===== src/rtl/ram4k16_busctl_pkg.sv =====
// ram4k16_busctl_pkg
//   Shared definitions for the 68000 work-RAM bus controller: FSM state
//   encodings, RAM geometry and the inactive level of the active-low strobes.
package ram4k16_busctl_pkg;

   localparam int   RAM_AW     = 12;
   localparam int   RAM_DW     = 16;
   localparam logic STROBE_OFF = 1'b1;

   typedef enum logic [2:0] {
      ST_INIT    = 3'd0,
      ST_IDLE    = 3'd1,
      ST_SETUP   = 3'd2,
      ST_STROBE  = 3'd3,
      ST_ACK     = 3'd4,
      ST_RELEASE = 3'd5
   } state_t;

endpackage


===== src/rtl/ram4k16_busctl_init_clr.sv =====
// ram4k16_init_clr
//   Zero-fill address generator. After reset (when CLEAR_ON_RESET is set) or
//   on i_start it walks the word address from 0 to the last RAM word, one
//   word per clock, then drops o_busy.
// Ports:
//   i_clk    clock (rising edge)
//   i_rst    asynchronous active-high reset; restarts the fill from word 0
//   i_start  restart the fill from word 0
//   o_busy   high while the fill runs
//   o_done   high during the clock that presents the last word
//   o_addr   word address currently being cleared
module ram4k16_init_clr
   import ram4k16_busctl_pkg::*;
#(
   parameter logic CLEAR_ON_RESET = 1'b1
) (
   input  logic              i_clk,
   input  logic              i_rst,
   input  logic              i_start,
   output logic              o_busy,
   output logic              o_done,
   output logic [RAM_AW-1:0] o_addr
);

   localparam logic [RAM_AW-1:0] LAST_WORD = '1;

   logic [RAM_AW-1:0] r_cnt;
   logic              r_busy;

   always_ff @(posedge i_clk or posedge i_rst) begin
      if (i_rst) begin
         r_cnt  <= '0;
         r_busy <= CLEAR_ON_RESET;
      end else if (i_start) begin
         r_cnt  <= '0;
         r_busy <= 1'b1;
      end else if (r_busy) begin
         r_cnt <= r_cnt + 1'b1;
         if (r_cnt == LAST_WORD) begin
            r_busy <= 1'b0;
         end
      end
   end

   assign o_busy = r_busy;
   assign o_done = r_busy & (r_cnt == LAST_WORD);
   assign o_addr = r_cnt;

endmodule


===== src/rtl/ram4k16_busctl.sv =====
// ram4k16_busctl
//   Bus-cycle controller between the emulated 68000 bus and a 4k x 16
//   dual-byte RAM. Decodes an 8 KB window, converts AS_n/UDS_n/LDS_n/RW
//   cycles into registered active-low RAM strobes and lane selects, captures
//   read data and drives DTACK_n. Optionally zero-fills the RAM after reset.
// Ports:
//   i_EMU_MCLK, i_EMU_MRST      clock, asynchronous active-high reset
//   i_CPU_ADDR[22:0]            CPU A23:A1 (bit 0 here is A1)
//   i_CPU_AS_n/UDS_n/LDS_n/RW   CPU strobes and direction (1 = read)
//   i_CPU_DOUT / o_CPU_DIN      CPU write data / registered read data
//   o_CPU_DTACK_n               transfer acknowledge
//   o_RAM_ADDR/DIN, i_RAM_DOUT  RAM word address, write data, read data
//   o_RAM_WR_n/RD_n             RAM strobes
//   o_RAM_SEL0_n/SEL1_n         upper (15:8) / lower (7:0) byte selects
//   o_INIT_BUSY                 high while the zero-fill runs
module ram4k16_busctl
   import ram4k16_busctl_pkg::*;
#(
   parameter logic [10:0] ADDR_MATCH     = 11'h030,
   parameter int          WAIT_CYCLES    = 1,
   parameter logic        CLEAR_ON_RESET = 1'b1
) (
   input  logic              i_EMU_MCLK,
   input  logic              i_EMU_MRST,
   input  logic [22:0]       i_CPU_ADDR,
   input  logic              i_CPU_AS_n,
   input  logic              i_CPU_UDS_n,
   input  logic              i_CPU_LDS_n,
   input  logic              i_CPU_RW,
   input  logic [RAM_DW-1:0] i_CPU_DOUT,
   output logic [RAM_DW-1:0] o_CPU_DIN,
   output logic              o_CPU_DTACK_n,
   output logic [RAM_AW-1:0] o_RAM_ADDR,
   output logic [RAM_DW-1:0] o_RAM_DIN,
   input  logic [RAM_DW-1:0] i_RAM_DOUT,
   output logic              o_RAM_WR_n,
   output logic              o_RAM_RD_n,
   output logic              o_RAM_SEL0_n,
   output logic              o_RAM_SEL1_n,
   output logic              o_INIT_BUSY
);

   // Last value of the 2-bit wait counter before leaving STROBE.
   localparam logic [1:0] WAIT_LAST = 2'(WAIT_CYCLES - 1);

   state_t            r_state, w_state_nxt;
   logic              r_rw, w_rw_nxt;
   logic              r_lane0, w_lane0_nxt;
   logic              r_lane1, w_lane1_nxt;
   logic [1:0]        r_wait, w_wait_nxt;
   logic              r_abort, w_abort_nxt;
   logic [RAM_AW-1:0] r_ram_addr, w_ram_addr_nxt;
   logic [RAM_DW-1:0] r_ram_din, w_ram_din_nxt;
   logic [RAM_DW-1:0] r_cpu_din, w_cpu_din_nxt;
   logic              r_wr_n, w_wr_n_nxt;
   logic              r_rd_n, w_rd_n_nxt;
   logic              r_sel0_n, w_sel0_n_nxt;
   logic              r_sel1_n, w_sel1_n_nxt;
   logic              r_dtack_n, w_dtack_n_nxt;

   logic              w_hit;
   logic              w_clr_busy;
   logic              w_clr_done;
   logic [RAM_AW-1:0] w_clr_addr;

   // i_CPU_ADDR[22:12] is A23:A13, i_CPU_ADDR[11:0] is the RAM word address.
   assign w_hit = ~i_CPU_AS_n & (i_CPU_ADDR[22:12] == ADDR_MATCH)
                  & ~(i_CPU_UDS_n & i_CPU_LDS_n);

   ram4k16_init_clr #(
      .CLEAR_ON_RESET (CLEAR_ON_RESET)
   ) u_init_clr (
      .i_clk   (i_EMU_MCLK),
      .i_rst   (i_EMU_MRST),
      .i_start (1'b0),
      .o_busy  (w_clr_busy),
      .o_done  (w_clr_done),
      .o_addr  (w_clr_addr)
   );

   // All RAM/CPU outputs are registered: the next-state logic computes the
   // value each output must carry during the state being entered, so strobes
   // are glitch-free and fall back to inactive asynchronously on reset.
   always_comb begin
      w_state_nxt    = r_state;
      w_rw_nxt       = r_rw;
      w_lane0_nxt    = r_lane0;
      w_lane1_nxt    = r_lane1;
      w_wait_nxt     = r_wait;
      w_abort_nxt    = r_abort;
      w_ram_addr_nxt = r_ram_addr;
      w_ram_din_nxt  = r_ram_din;
      w_cpu_din_nxt  = r_cpu_din;
      w_wr_n_nxt     = STROBE_OFF;
      w_rd_n_nxt     = STROBE_OFF;
      w_sel0_n_nxt   = STROBE_OFF;
      w_sel1_n_nxt   = STROBE_OFF;
      w_dtack_n_nxt  = r_dtack_n;

      unique case (r_state)
         ST_INIT: begin
            // The word presented after this edge is the current count, so
            // the last word is still written on the edge that leaves INIT.
            w_wr_n_nxt     = 1'b0;
            w_sel0_n_nxt   = 1'b0;
            w_sel1_n_nxt   = 1'b0;
            w_ram_addr_nxt = w_clr_addr;
            w_ram_din_nxt  = '0;
            if (w_clr_done) begin
               w_state_nxt = ST_IDLE;
            end
         end

         ST_IDLE: begin
            w_dtack_n_nxt = 1'b1;
            if (w_hit) begin
               w_ram_addr_nxt = i_CPU_ADDR[RAM_AW-1:0];
               w_ram_din_nxt  = i_CPU_DOUT;
               w_rw_nxt       = i_CPU_RW;
               w_lane0_nxt    = ~i_CPU_UDS_n;
               w_lane1_nxt    = ~i_CPU_LDS_n;
               w_state_nxt    = ST_SETUP;
            end
         end

         ST_SETUP: begin
            if (i_CPU_AS_n) begin
               w_state_nxt = ST_RELEASE;
            end else begin
               w_state_nxt  = ST_STROBE;
               w_wait_nxt   = '0;
               w_abort_nxt  = 1'b0;
               w_rd_n_nxt   = ~r_rw;
               w_wr_n_nxt   = r_rw;
               w_sel0_n_nxt = ~r_lane0;
               w_sel1_n_nxt = ~r_lane1;
            end
         end

         ST_STROBE: begin
            if (r_wait == WAIT_LAST) begin
               if (r_rw) begin
                  w_cpu_din_nxt = i_RAM_DOUT;
               end
               // A CPU that dropped AS_n mid-strobe gets no acknowledge; the
               // RAM access itself has already happened.
               if (r_abort | i_CPU_AS_n) begin
                  w_state_nxt = ST_IDLE;
               end else begin
                  w_state_nxt   = ST_ACK;
                  w_dtack_n_nxt = 1'b0;
               end
            end else begin
               w_wait_nxt   = r_wait + 2'd1;
               w_abort_nxt  = r_abort | i_CPU_AS_n;
               w_rd_n_nxt   = ~r_rw;
               w_wr_n_nxt   = r_rw;
               w_sel0_n_nxt = ~r_lane0;
               w_sel1_n_nxt = ~r_lane1;
            end
         end

         ST_ACK: begin
            if (i_CPU_AS_n) begin
               w_dtack_n_nxt = 1'b1;
               w_state_nxt   = ST_IDLE;
            end
         end

         ST_RELEASE: begin
            w_state_nxt = ST_IDLE;
         end

         default: begin
            w_state_nxt = ST_IDLE;
         end
      endcase
   end

   always_ff @(posedge i_EMU_MCLK or posedge i_EMU_MRST) begin
      if (i_EMU_MRST) begin
         r_state    <= CLEAR_ON_RESET ? ST_INIT : ST_IDLE;
         r_rw       <= 1'b1;
         r_lane0    <= 1'b0;
         r_lane1    <= 1'b0;
         r_wait     <= '0;
         r_abort    <= 1'b0;
         r_ram_addr <= '0;
         r_ram_din  <= '0;
         r_cpu_din  <= '0;
         r_wr_n     <= STROBE_OFF;
         r_rd_n     <= STROBE_OFF;
         r_sel0_n   <= STROBE_OFF;
         r_sel1_n   <= STROBE_OFF;
         r_dtack_n  <= 1'b1;
      end else begin
         r_state    <= w_state_nxt;
         r_rw       <= w_rw_nxt;
         r_lane0    <= w_lane0_nxt;
         r_lane1    <= w_lane1_nxt;
         r_wait     <= w_wait_nxt;
         r_abort    <= w_abort_nxt;
         r_ram_addr <= w_ram_addr_nxt;
         r_ram_din  <= w_ram_din_nxt;
         r_cpu_din  <= w_cpu_din_nxt;
         r_wr_n     <= w_wr_n_nxt;
         r_rd_n     <= w_rd_n_nxt;
         r_sel0_n   <= w_sel0_n_nxt;
         r_sel1_n   <= w_sel1_n_nxt;
         r_dtack_n  <= w_dtack_n_nxt;
      end
   end

   assign o_CPU_DIN     = r_cpu_din;
   assign o_CPU_DTACK_n = r_dtack_n;
   assign o_RAM_ADDR    = r_ram_addr;
   assign o_RAM_DIN     = r_ram_din;
   assign o_RAM_WR_n    = r_wr_n;
   assign o_RAM_RD_n    = r_rd_n;
   assign o_RAM_SEL0_n  = r_sel0_n;
   assign o_RAM_SEL1_n  = r_sel1_n;
   assign o_INIT_BUSY   = w_clr_busy;

endmodule


===== config.mk =====
export PLATFORM = sky130hd
export DESIGN_NAME = ram4k16_busctl
export DESIGN_NICKNAME = d
export VERILOG_FILES = /design/src/rtl/ram4k16_busctl_pkg.sv /design/src/rtl/ram4k16_busctl_init_clr.sv /design/src/rtl/ram4k16_busctl.sv
export SDC_FILE = /design/constraint.sdc
export NUM_CORES = 1
export LEC_CHECK = 0
export ABC_CLOCK_PERIOD_IN_PS = 5000
export CAP_MARGIN = 40
export CORE_ASPECT_RATIO = 0.9
export CORE_MARGIN = 2
export CORE_UTILIZATION = 49
export CTS_CLUSTER_SIZE = 8
export DETAILED_ROUTE_END_ITERATION = 8
export GPL_TIMING_DRIVEN = 0
export HOLD_SLACK_MARGIN = 0.12
export PLACE_DENSITY = 0.86
export RECOVER_POWER = 25
export SETUP_SLACK_MARGIN = 0.02
export SLEW_MARGIN = 25
export SYNTH_ARGS = -nofsm -noshare
export SYNTH_HDL_FRONTEND = slang
export SYNTH_SLANG_ARGS = --single-unit

===== constraint.sdc =====
create_clock -name i_EMU_MCLK -period 5 [get_ports i_EMU_MCLK]
set_input_delay 1 -clock i_EMU_MCLK [delete_from_list [all_inputs] [get_ports i_EMU_MCLK]]
set_output_delay 1 -clock i_EMU_MCLK [all_outputs]
set_load 0.02 [all_outputs]

## Word level (Yosys, flattened, before mapping)

Index checks and enable logic that the tools add are counted.

| word-level totals | value |
|---|---|
| word-level logic and storage cells | 89 |
| output and inout bits | 50 |
| register bits | 71 |

| cells by class | value |
|---|---|
| reduce and logical (&&, ||, !) cells | 11 |
| mux-type cells | 35 |
| $add $sub $neg | 2 |
| bitwise logic cells | 12 |
| eq/ne operators | 13 |

Operators with widths:

| cell | number |
|---|---|
| $pmux W16 S2 | 1 |
| $pmux W12 S2 | 1 |
| $mux W3 | 6 |
| $mux W16 | 1 |
| $mux W1 | 15 |
| $pmux W3 S5 | 1 |
| $add A12 B1 Y12 const B | 1 |
| $eq A12 B12 Y1 const B | 1 |
| $mux W12 | 1 |
| $ne A2 B2 Y1 const B | 6 |
| $pmux W1 S3 | 4 |
| $eq A11 B6 Y1 const B | 1 |
| $reduce_and A4 Y1 | 2 |
| $not A1 Y1 | 7 |
| $eq A3 B2 Y1 const B | 2 |
| $reduce_and A3 Y1 | 2 |
| $and A1 B1 Y1 | 4 |
| $mux W2 | 2 |
| $pmux W1 S2 | 2 |
| $pmux W2 S2 | 1 |
| $reduce_and A2 Y1 | 2 |
| $reduce_bool A2 Y1 | 2 |
| $eq A3 B1 Y1 const B | 1 |
| $eq A3 B3 Y1 const B | 1 |
| 6 further kinds | 6 |

## Longest topological paths before layout

Gate-level depths: netlist (run 1).

| logic depth | value |
|---|---|
| depth after elaboration | 5 |
| gate-level depth with buffers | 7 |
| mapped depth without buffers | 6 |

## Hierarchy

Synthesis (run 1) repeated with hierarchy kept, for this count alone.

| second synthesis, totals | value |
|---|---|
| cell total of the unflattened synthesis | 294 |
| area, all modules | 3388.2 µm² |

Modules (own cells, without submodules):

| module | cells an instance | area an instance (µm²) | instances |
|---|---|---|---|
| ram4k16_busctl | 224 | 2686.3 | 1 |
| ram4k16_init_clr | 70 | 701.9 | 1 |

## Least setup slack after synthesis (run 1)

Ideal clock, no wire load.

| timing | value |
|---|---|
| kind | in2reg |
| start point | in i_CPU_ADDR[13] |
| end point | reg r_ram_addr[0] (netlist: o_RAM_ADDR[0]) |
| stages | 6 |
| setup slack | 2.562 ns |
| data arrival time | 2.311 ns |
| required time | 4.873 ns |
| buffers on the path | 2 |
| setup time | 0.127 ns |
| path through | nor4b_1 -> nand4_1 -> a211oi_1 -> buf_4 -> buf_8 -> mux2_1 |

| on the way | value |
|---|---|
| longest elaborated chain between the ends | 5 |

Ends and longest elaborated chain:

| item | line | source |
|---|---|---|
| from (decl) | ram4k16_busctl.sv:25 | `input logic [22:0] i_CPU_ADDR,` |
| $eq A11 B6 Y1 | ram4k16_busctl.sv:67 | `assign w_hit = ~i_CPU_AS_n & (i_CPU_ADDR[22:12] == ADDR_MATCH)` |
| $and A1 B1 Y1 | ram4k16_busctl.sv:67 |  |
| $and A1 B1 Y1 | ram4k16_busctl.sv:68 | `& ~(i_CPU_UDS_n & i_CPU_LDS_n);` |
| $ne A2 B2 Y1 (no line) | - |  |
| $reduce_and A2 Y1 (no line) | - |  |
| to (signal assigned) | ram4k16_busctl.sv:203 | `r_ram_addr <= w_ram_addr_nxt;` |
| to (decl) | ram4k16_busctl.sv:52 | `logic [RAM_AW-1:0] r_ram_addr, w_ram_addr_nxt;` |

No other way between the ends.
A chain may end at the register's enable or synchronous reset.

## Final worst setup path (run 1)

| timing | value |
|---|---|
| start point | in i_CPU_AS_n |
| end point | reg r_ram_addr[2] (netlist: o_RAM_ADDR[2]) |

| on the way | value |
|---|---|
| longest elaborated chain between the ends | 5 |

Ends and longest elaborated chain:

| item | line | source |
|---|---|---|
| from (decl) | ram4k16_busctl.sv:26 | `input logic i_CPU_AS_n,` |
| $not A1 Y1 | ram4k16_busctl.sv:67 |  |
| $and A1 B1 Y1 | ram4k16_busctl.sv:67 |  |
| $and A1 B1 Y1 | ram4k16_busctl.sv:68 |  |
| $ne A2 B2 Y1 (no line) | - |  |
| $reduce_and A2 Y1 (no line) | - |  |

No other way between the ends.

==> results.json, run 1 <==
{
  "avgRoutedWirePerCell_um": 14.5,
  "path_clk_slew_ns": 0.08,
  "leakagePower_nw": 2.03,
  "yosys.area_share.simple_pct": 9.90,
  "synthCells": 262,
  "gp_congestion": 0.807,
  "synth_top_family_by_area": "multiplexers",
  "slew_headroom_pct": 9.93,
  "yosysTopAreaCellShare_pct": 50.5,
  "cts_root_buffer": "clkbuf_8",
  "clockBufferDepth": 2,
  "wirelength_um": 6900,
  "crit_path_end_kind": "register",
  "cts_tree": "built",
  "rsz0062_at_grt": "false",
  "max_cap_viol_count": 0,
  "yosysTopAreaCell": "dfrtp_1",
  "vias": 2345,
  "ys.flop_type": "dfrtp_1",
  "period_share_pct": 54.5,
  "min_from": "o_RAM_ADDR[0]$_DFFE_PP0P_",
  "reg2reg_from": "r_state[0]$_DFFE_PP0P_",
  "critPathLaunch": "i_CPU_AS_n",
  "peakVddDrop_v": 0.000302,
  "grt_antenna_before_repair": 0,
  "synth_fa_ha_area_share_pct": 0.789,
  "clock_latency_ns": 0.34,
  "clock_sinks": 71,
  "synth_top_cells_by_count": "64 x dfrtp_1, 38 x mux2_2, 27 x nand2_1, 23 x inv_1, 18 x mux2i_1",
  "grt_pass1_wl_um": 11600,
  "ant_nets": 0,
  "drc": 0,
  "nNetsFinal": 447,
  "core_area_mm2": 0.00618,
  "grt-ovfl-total": 0,
  "vias_per_cell": 4.93,
  "io_pins": 111,
  "hold_viol": 0,
  "syn2layout_area_growth_pct": 47.1,
  "synth-xor-area-share_pct": 3.04,
  "track_usage_pct": 21.4,
  "synth_cell_types": 43,
  "dr.first_iter.drc_count": 76,
  "rows": 27,
  "cts_resized": 0,
  "muxShareOfSynthArea_pct": 20.9,
  "yosys_warnings": 0,
  "n_antenna_cell": 0,
  "synthTopCellsByArea": "dfrtp_1 50%, mux2_2 13%, dfstp_2 5.8%, mux2i_1 5.7%, nand2_1 3.2%",
  "chipHeight_um": 80.3,
  "fmax_mhz": 367,
  "worst_pin_slew_ns": 1.34,
  "cts_max_level": 3,
  "fp.dieW_um": 88.8,
  "grt_pass1_vias": 2443,
  "fin_crit_ns": 2.73,
  "synth_seq_cells": 71,
  "status": "complete, no violations",
  "required_ns": 5.22,
  "synth-edff-count": 0,
  "yosysSeqAreaShare_pct": 56.3,
  "cp.arrival_ns": 2.95,
  "cp_max_fo": 10,
  "cp-start-kind": "primary input",
  "finalClockSkew_ns": 0.00858,
  "synth_area_mm2": 0.00317,
  "ctsHoldBuffers": 0,
  "grt_max_degree": 42,
  "port_buffers": 110,
  "power_mw": 2.05,
  "synth_nets": 325,
  "finalMaxSlewViolations": 0,
  "postCtsSetupRepairBufs": 0,
  "synth.most_common_cell": "dfrtp_1",
  "synth_compound_area_share_pct": 3.94,
  "power.density_mw_per_mm2": 438,
  "hpwl_um": 5190,
  "dieArea_mm2": 0.00713,
  "min_path_type": "reg -> reg",
  "start_util_pct": 51.3,
  "first_pass_iters": 4,
  "utilization_pct": 75.5,
  "tns_ns": 0,
  "critical_path_class": "in -> reg",
  "drive_gt1_share_pct": 19.5,
  "cts-buffers-inserted": 9,
  "report.final.setup_viol": 0,
  "avgSynthCellArea_um2": 12.1,
  "async_flop_share_pct": 100
}
==> cell families (layout without fill, tap and decap cells) <==
family                     Yosys count  count (layout)
DFF                                 71              71
and+or+nand+nor                     62              62
buffers and inverters               35             162
xor gates and xnor gates            11              11
adders and majority gates            2               2
muxes                               61              61
AOI/OAI and AO/OA                   20              20
==> critical path, stage by stage <==
cell	delay, ns
clkdlybuf4s50_1	0.46
nor4b_2	0.29
nand4_1	0.16
a211oi_1	0.28
buf_4	0.25
buf_8	0.17
mux2_1	0.34
==> flip-flops by register name, indices dropped and copies added, names as in the netlist <==
| register | flops |
|---|---|
| r_wait | 2 |
| r_rw | 1 |
| o_RAM_DIN | 16 |
| r_state | 3 |
| o_RAM_RD_n | 1 |
| o_RAM_SEL0_n | 1 |
| r_lane0 | 1 |
| o_RAM_WR_n | 1 |
| r_lane1 | 1 |
| o_RAM_SEL1_n | 1 |
| r_abort | 1 |
| o_RAM_ADDR | 12 |
| u_init_clr.o_addr | 12 |
| o_CPU_DIN | 16 |
| u_init_clr.o_busy | 1 |
| o_CPU_DTACK_n | 1 |
==> cells in the final DEF (no fill, tap or decap), drive strengths merged, types with 2 or more instances in the layout <==
master	synthesis	layout
o21ai	5	5
or2	3	3
dfrtp	64	64
nand4	6	6
dfstp	7	7
nand3	3	3
clkbuf	2	11
ha	2	2
nor4	2	2
mux2	43	43
nor3	3	3
clkinvlp	0	2
xnor2	7	7
bufinv	0	4
buf	9	10
inv	24	23
mux2i	18	18
xor2	4	4
or3	2	2
a21oi	6	6
clkinv	0	2
clkdlybuf4s50	0	109
nor4b	2	2
nand2	27	27
nor2	8	8
==> metrics by stage <==
step / setup slack, ns / instance area, µm² / std cells / hold slack (ns)
floorplan: 2.22 / 3170 / 262 / 0.450
global placement: 1.07 / 4380 / 459 / 0.467
detailed placement: 1.89 / 4400 / 460 / 0.470
CTS: 2.23 / 4670 / 476 / 0.489
global route: 2.14 / 4670 / 476 / 0.510
finish: 2.27 / 4670 / 476 / 0.486
==> power by group <==
group	leakage, nW	total [mW]	switching (mW)	internal [mW]
logic	1.04	0.668	0.316	0.352
clock network	0.130	0.606	0.223	0.383
registers	0.857	0.771	0.0673	0.704
total	2.03	2.05	0.606	1.44
==> final timing paths <==
kind | end | slack (ns) | cells past startpoint
max in group asynchronous | u_init_clr.o_busy$_DFF_PP1_ | 2.79 | 3
hold reg to reg | o_RAM_ADDR[0]$_DFFE_PP0P_ | 0.49 | 1
setup reg to reg | o_RAM_ADDR[3]$_DFFE_PP0P_ | 3.09 | 6
hold / removal | o_RAM_ADDR[0]$_DFFE_PP0P_ | 0.49 | 1
setup / recovery | o_RAM_ADDR[2]$_DFFE_PP0P_ | 2.27 | 7
min in group asynchronous | o_CPU_DIN[11]$_DFFE_PP0P_ | 1.40 | 2
==> final cells by class <==
cell class	count	area [µm²]
Buffer	11	71.3
Clock buffer	9	124
Clock inverter	7	145
Fill cell	450	1520
Inverter	24	91.3
Multi-Input combinational cell	156	1220
Sequential cell	71	1790
Tap cell	87	109
Timing Repair Buffer	111	1120
==> per-layer routing <==
layer | share of wire, % | global-route usage, % | wire length [µm]
met1 | 42 | 27.0 | 2920
met2 | 49 | 34.6 | 3370
met3 | 7.6 | 8.12 | 526
met4 | 1.2 | 5.76 | 82
met5 | 0 | 0 | 0
Note: power is estimated with default switching activity, not from simulation.
==> inputs of run 2 (changes only) <==
--- a/config.mk
+++ b/config.mk
@@ -5,16 +5,16 @@
 export SDC_FILE = /design/constraint.sdc
 export NUM_CORES = 1
 export LEC_CHECK = 0
-export ABC_CLOCK_PERIOD_IN_PS = 5000
+export ABC_CLOCK_PERIOD_IN_PS = 2300
 export CAP_MARGIN = 40
 export CORE_ASPECT_RATIO = 0.9
 export CORE_MARGIN = 2
-export CORE_UTILIZATION = 49
+export CORE_UTILIZATION = 41
 export CTS_CLUSTER_SIZE = 8
 export DETAILED_ROUTE_END_ITERATION = 8
 export GPL_TIMING_DRIVEN = 0
 export HOLD_SLACK_MARGIN = 0.12
-export PLACE_DENSITY = 0.86
+export PLACE_DENSITY = 0.77
 export RECOVER_POWER = 25
 export SETUP_SLACK_MARGIN = 0.02
 export SLEW_MARGIN = 25
==> constraint.sdc (replaced) <==
create_clock -name i_EMU_MCLK -period 2.3 [get_ports i_EMU_MCLK]
set_input_delay 0.46 -clock i_EMU_MCLK [delete_from_list [all_inputs] [get_ports i_EMU_MCLK]]
set_output_delay 0.46 -clock i_EMU_MCLK [all_outputs]
set_load 0.02 [all_outputs]
==> run 2 against run 1 <==
Power rose by 100%. Clock-buffer cell count increased by 1. Critical path type unchanged. Worst hold slack got worse by 0.0032 ns.
==> results.json, run 2 (same netlist as run 1, synthesis figures left out) <==
{
  "hold_viol": 0,
  "ant_nets": 0,
  "gp_congestion": 0.765,
  "grt_max_degree": 52,
  "path_clk_slew_ns": 0.08,
  "rr_endpoint": "o_RAM_ADDR[3]$_DFFE_PP0P_",
  "grt-ovfl-total": 0,
  "critical_path_class": "in -> reg",
  "drive_gt1_share_pct": 20.6,
  "dpl_cell_area_mm2": 0.00442,
  "cts-buffers-inserted": 9,
  "cts_resized": 0,
  "slowest_delay_ns": 0.40,
  "status": "complete, no violations",
  "vias": 2389,
  "max_cap_viol_count": 0,
  "setup_ws_ns": 0.153,
  "fp.dieW_um": 96.7,
  "cts_root_buffer": "clkbuf_8",
  "avgRoutedWirePerCell_um": 14.6,
  "tns_ns": 0,
  "port_buffers": 110,
  "slowest_stage": "clkdlybuf4s50_1",
  "required_ns": 2.53,
  "drc": 0,
  "pre_cts_slack_ns": -0.270,
  "dp_cells": 469,
  "final_area_mm2": 0.00463,
  "dr.first_iter.drc_count": 72,
  "grt_pass1_wl_um": 12000,
  "first_pass_iters": 4,
  "hold_path_depth": 1,
  "vias_per_cell": 4.89,
  "report.final.setup_viol": 0,
  "ff2ff_path_depth": 6,
  "path_depth": 7,
  "utilization_pct": 61.7,
  "worst_pin_slew_ns": 0.955,
  "final_cell_mix": "109 x clkdlybuf4s50_1, 64 x dfrtp_1, 38 x mux2_2",
  "io_pins": 111,
  "cp.arrival_ns": 2.37,
  "cp_max_fo": 10,
  "track_usage_pct": 17.7,
  "crit_family": "buffers and inverters",
  "nNetsFinal": 451,
  "period_share_pct": 93.3,
  "wirelength_um": 7120,
  "syn2layout_area_growth_pct": 46.0,
  "rsz0062_at_grt": "false",
  "start_util_pct": 42.3,
  "grt_antenna_before_repair": 0,
  "chipHeight_um": 87.4,
  "clockBufferDepth": 2,
  "cts_tree": "built",
  "final_common_cell": "clkdlybuf4s50_1",
  "finalClockSkew_ns": 0.00777,
  "crit_path_end_kind": "register",
  "hpwl_um": 5180,
  "clock_latency_ns": 0.34,
  "min_delay_worst_endpoint": "r_wait[1]$_DFFE_PP0P_",
  "clock_sinks": 71,
  "reg2reg_slack_ns": 0.37,
  "slew_headroom_pct": 36.0,
  "worst_hold_slack_ns": 0.483,
  "fin_crit_ns": 2.15,
  "rows": 30,
  "cp_num_buf_inv": 3,
  "finalMaxSlewViolations": 0,
  "leakagePower_nw": 2.03,
  "crit_chain": "clkdlybuf4s50_1 > nor4b_1 > nand4_1 > a211oi_1 > buf_4 > buf_8 > mux2_1",
  "min_path_type": "reg -> reg",
  "core_area_mm2": 0.00751,
  "dieArea_mm2": 0.00846,
  "reg2reg_from": "r_state[0]$_DFFE_PP0P_",
  "n_antenna_cell": 0,
  "grt_pass1_vias": 2509,
  "cts_max_level": 3,
  "power_mw": 4.14,
  "power.density_mw_per_mm2": 894,
  "peakVddDrop_v": 0.000638,
  "fmax_mhz": 466,
  "cp-start-kind": "primary input",
  "min_from": "r_wait[1]$_DFFE_PP0P_",
  "final_cells": 489
}
run 2: changes by cell type in the layout (fill, tap and decap cells not counted):
cell,before,now
bufinv_16,4,1
clkbuf_8,9,10
clkbuf_4,0,1
nand4_2,0,1
nand4_1,6,5
buf_12,1,0
clkinv_4,2,0
clkinvlp_4,1,2
buf_4,1,5
clkinv_2,0,3
run 2: repair_timing:
item / CTS / global route
setup endpoints to repair: 0 / 4
hold buffers: 0 / 0
buffers inserted: 0 / 4
hold endpoints to repair: 0 / 0
run 2: area by class of cell:
type                       instances  area (µm²)
fill                             633        2880
tap                               96         120
sequential                        71        1790
timing repair buffer             115        1140
multi-input combinational        156        1220
clock buffer                      10         138
clock inverter                     6        60.1
inverter                          24        91.3
buffer                            11        71.3
run 2: layer usage:
layer  wire (µm)  global-route usage, %
met1        3180                   22.3
met5           0                      0
met3         407                   6.26
met4          74                   5.12
met2        3460                   29.0
run 2: worst reg2reg max path, cell delays in order, from the launching register on:
cell and delay (ns):
dfrtp_1 0.32, buf_2 0.19, inv_2 0.11, nor3_1 0.25, buf_2 0.29, mux2_2 0.37, mux2_1 0.28
run 2: worst max path at each step:
stage,startpoint,endpoint,slack [ns]
after floorplan,i_EMU_MRST,o_CPU_DIN[0]$_DFFE_PP0P_,0.06
after global placement,i_EMU_MRST,o_RAM_DIN[10]$_DFFE_PP0P_,-1.15
after global routing,i_EMU_MRST,u_init_clr.o_addr[5]$_DFFE_PP0P_,0.04
final,i_CPU_ADDR[13],o_RAM_ADDR[0]$_DFFE_PP0P_,0.15
after CTS,i_CPU_AS_n,o_RAM_ADDR[0]$_DFFE_PP0P_,0.08
after detailed placement,i_CPU_AS_n,o_RAM_ADDR[1]$_DFFE_PP0P_,-0.27
run 2: report_power, final:
| group | internal [mW] | switching [mW] | total (mW) |
|---|---|---|---|
| sequential | 1.53 | 0.139 | 1.67 |
| clock | 0.524 | 0.481 | 1.01 |
| combinational | 0.773 | 0.691 | 1.46 |
| total | 2.83 | 1.31 | 4.14 |
==> inputs of run 3 (changes only) <==
--- a/config.mk
+++ b/config.mk
@@ -10,7 +10,7 @@
 export CORE_ASPECT_RATIO = 0.9
 export CORE_MARGIN = 2
 export CORE_UTILIZATION = 41
-export CTS_CLUSTER_SIZE = 8
+export CTS_CLUSTER_SIZE = 25
 export DETAILED_ROUTE_END_ITERATION = 8
 export GPL_TIMING_DRIVEN = 0
 export HOLD_SLACK_MARGIN = 0.12
==> results of run 3 <==
The final DEF is identical to that of run 2; final timing and power are the same.
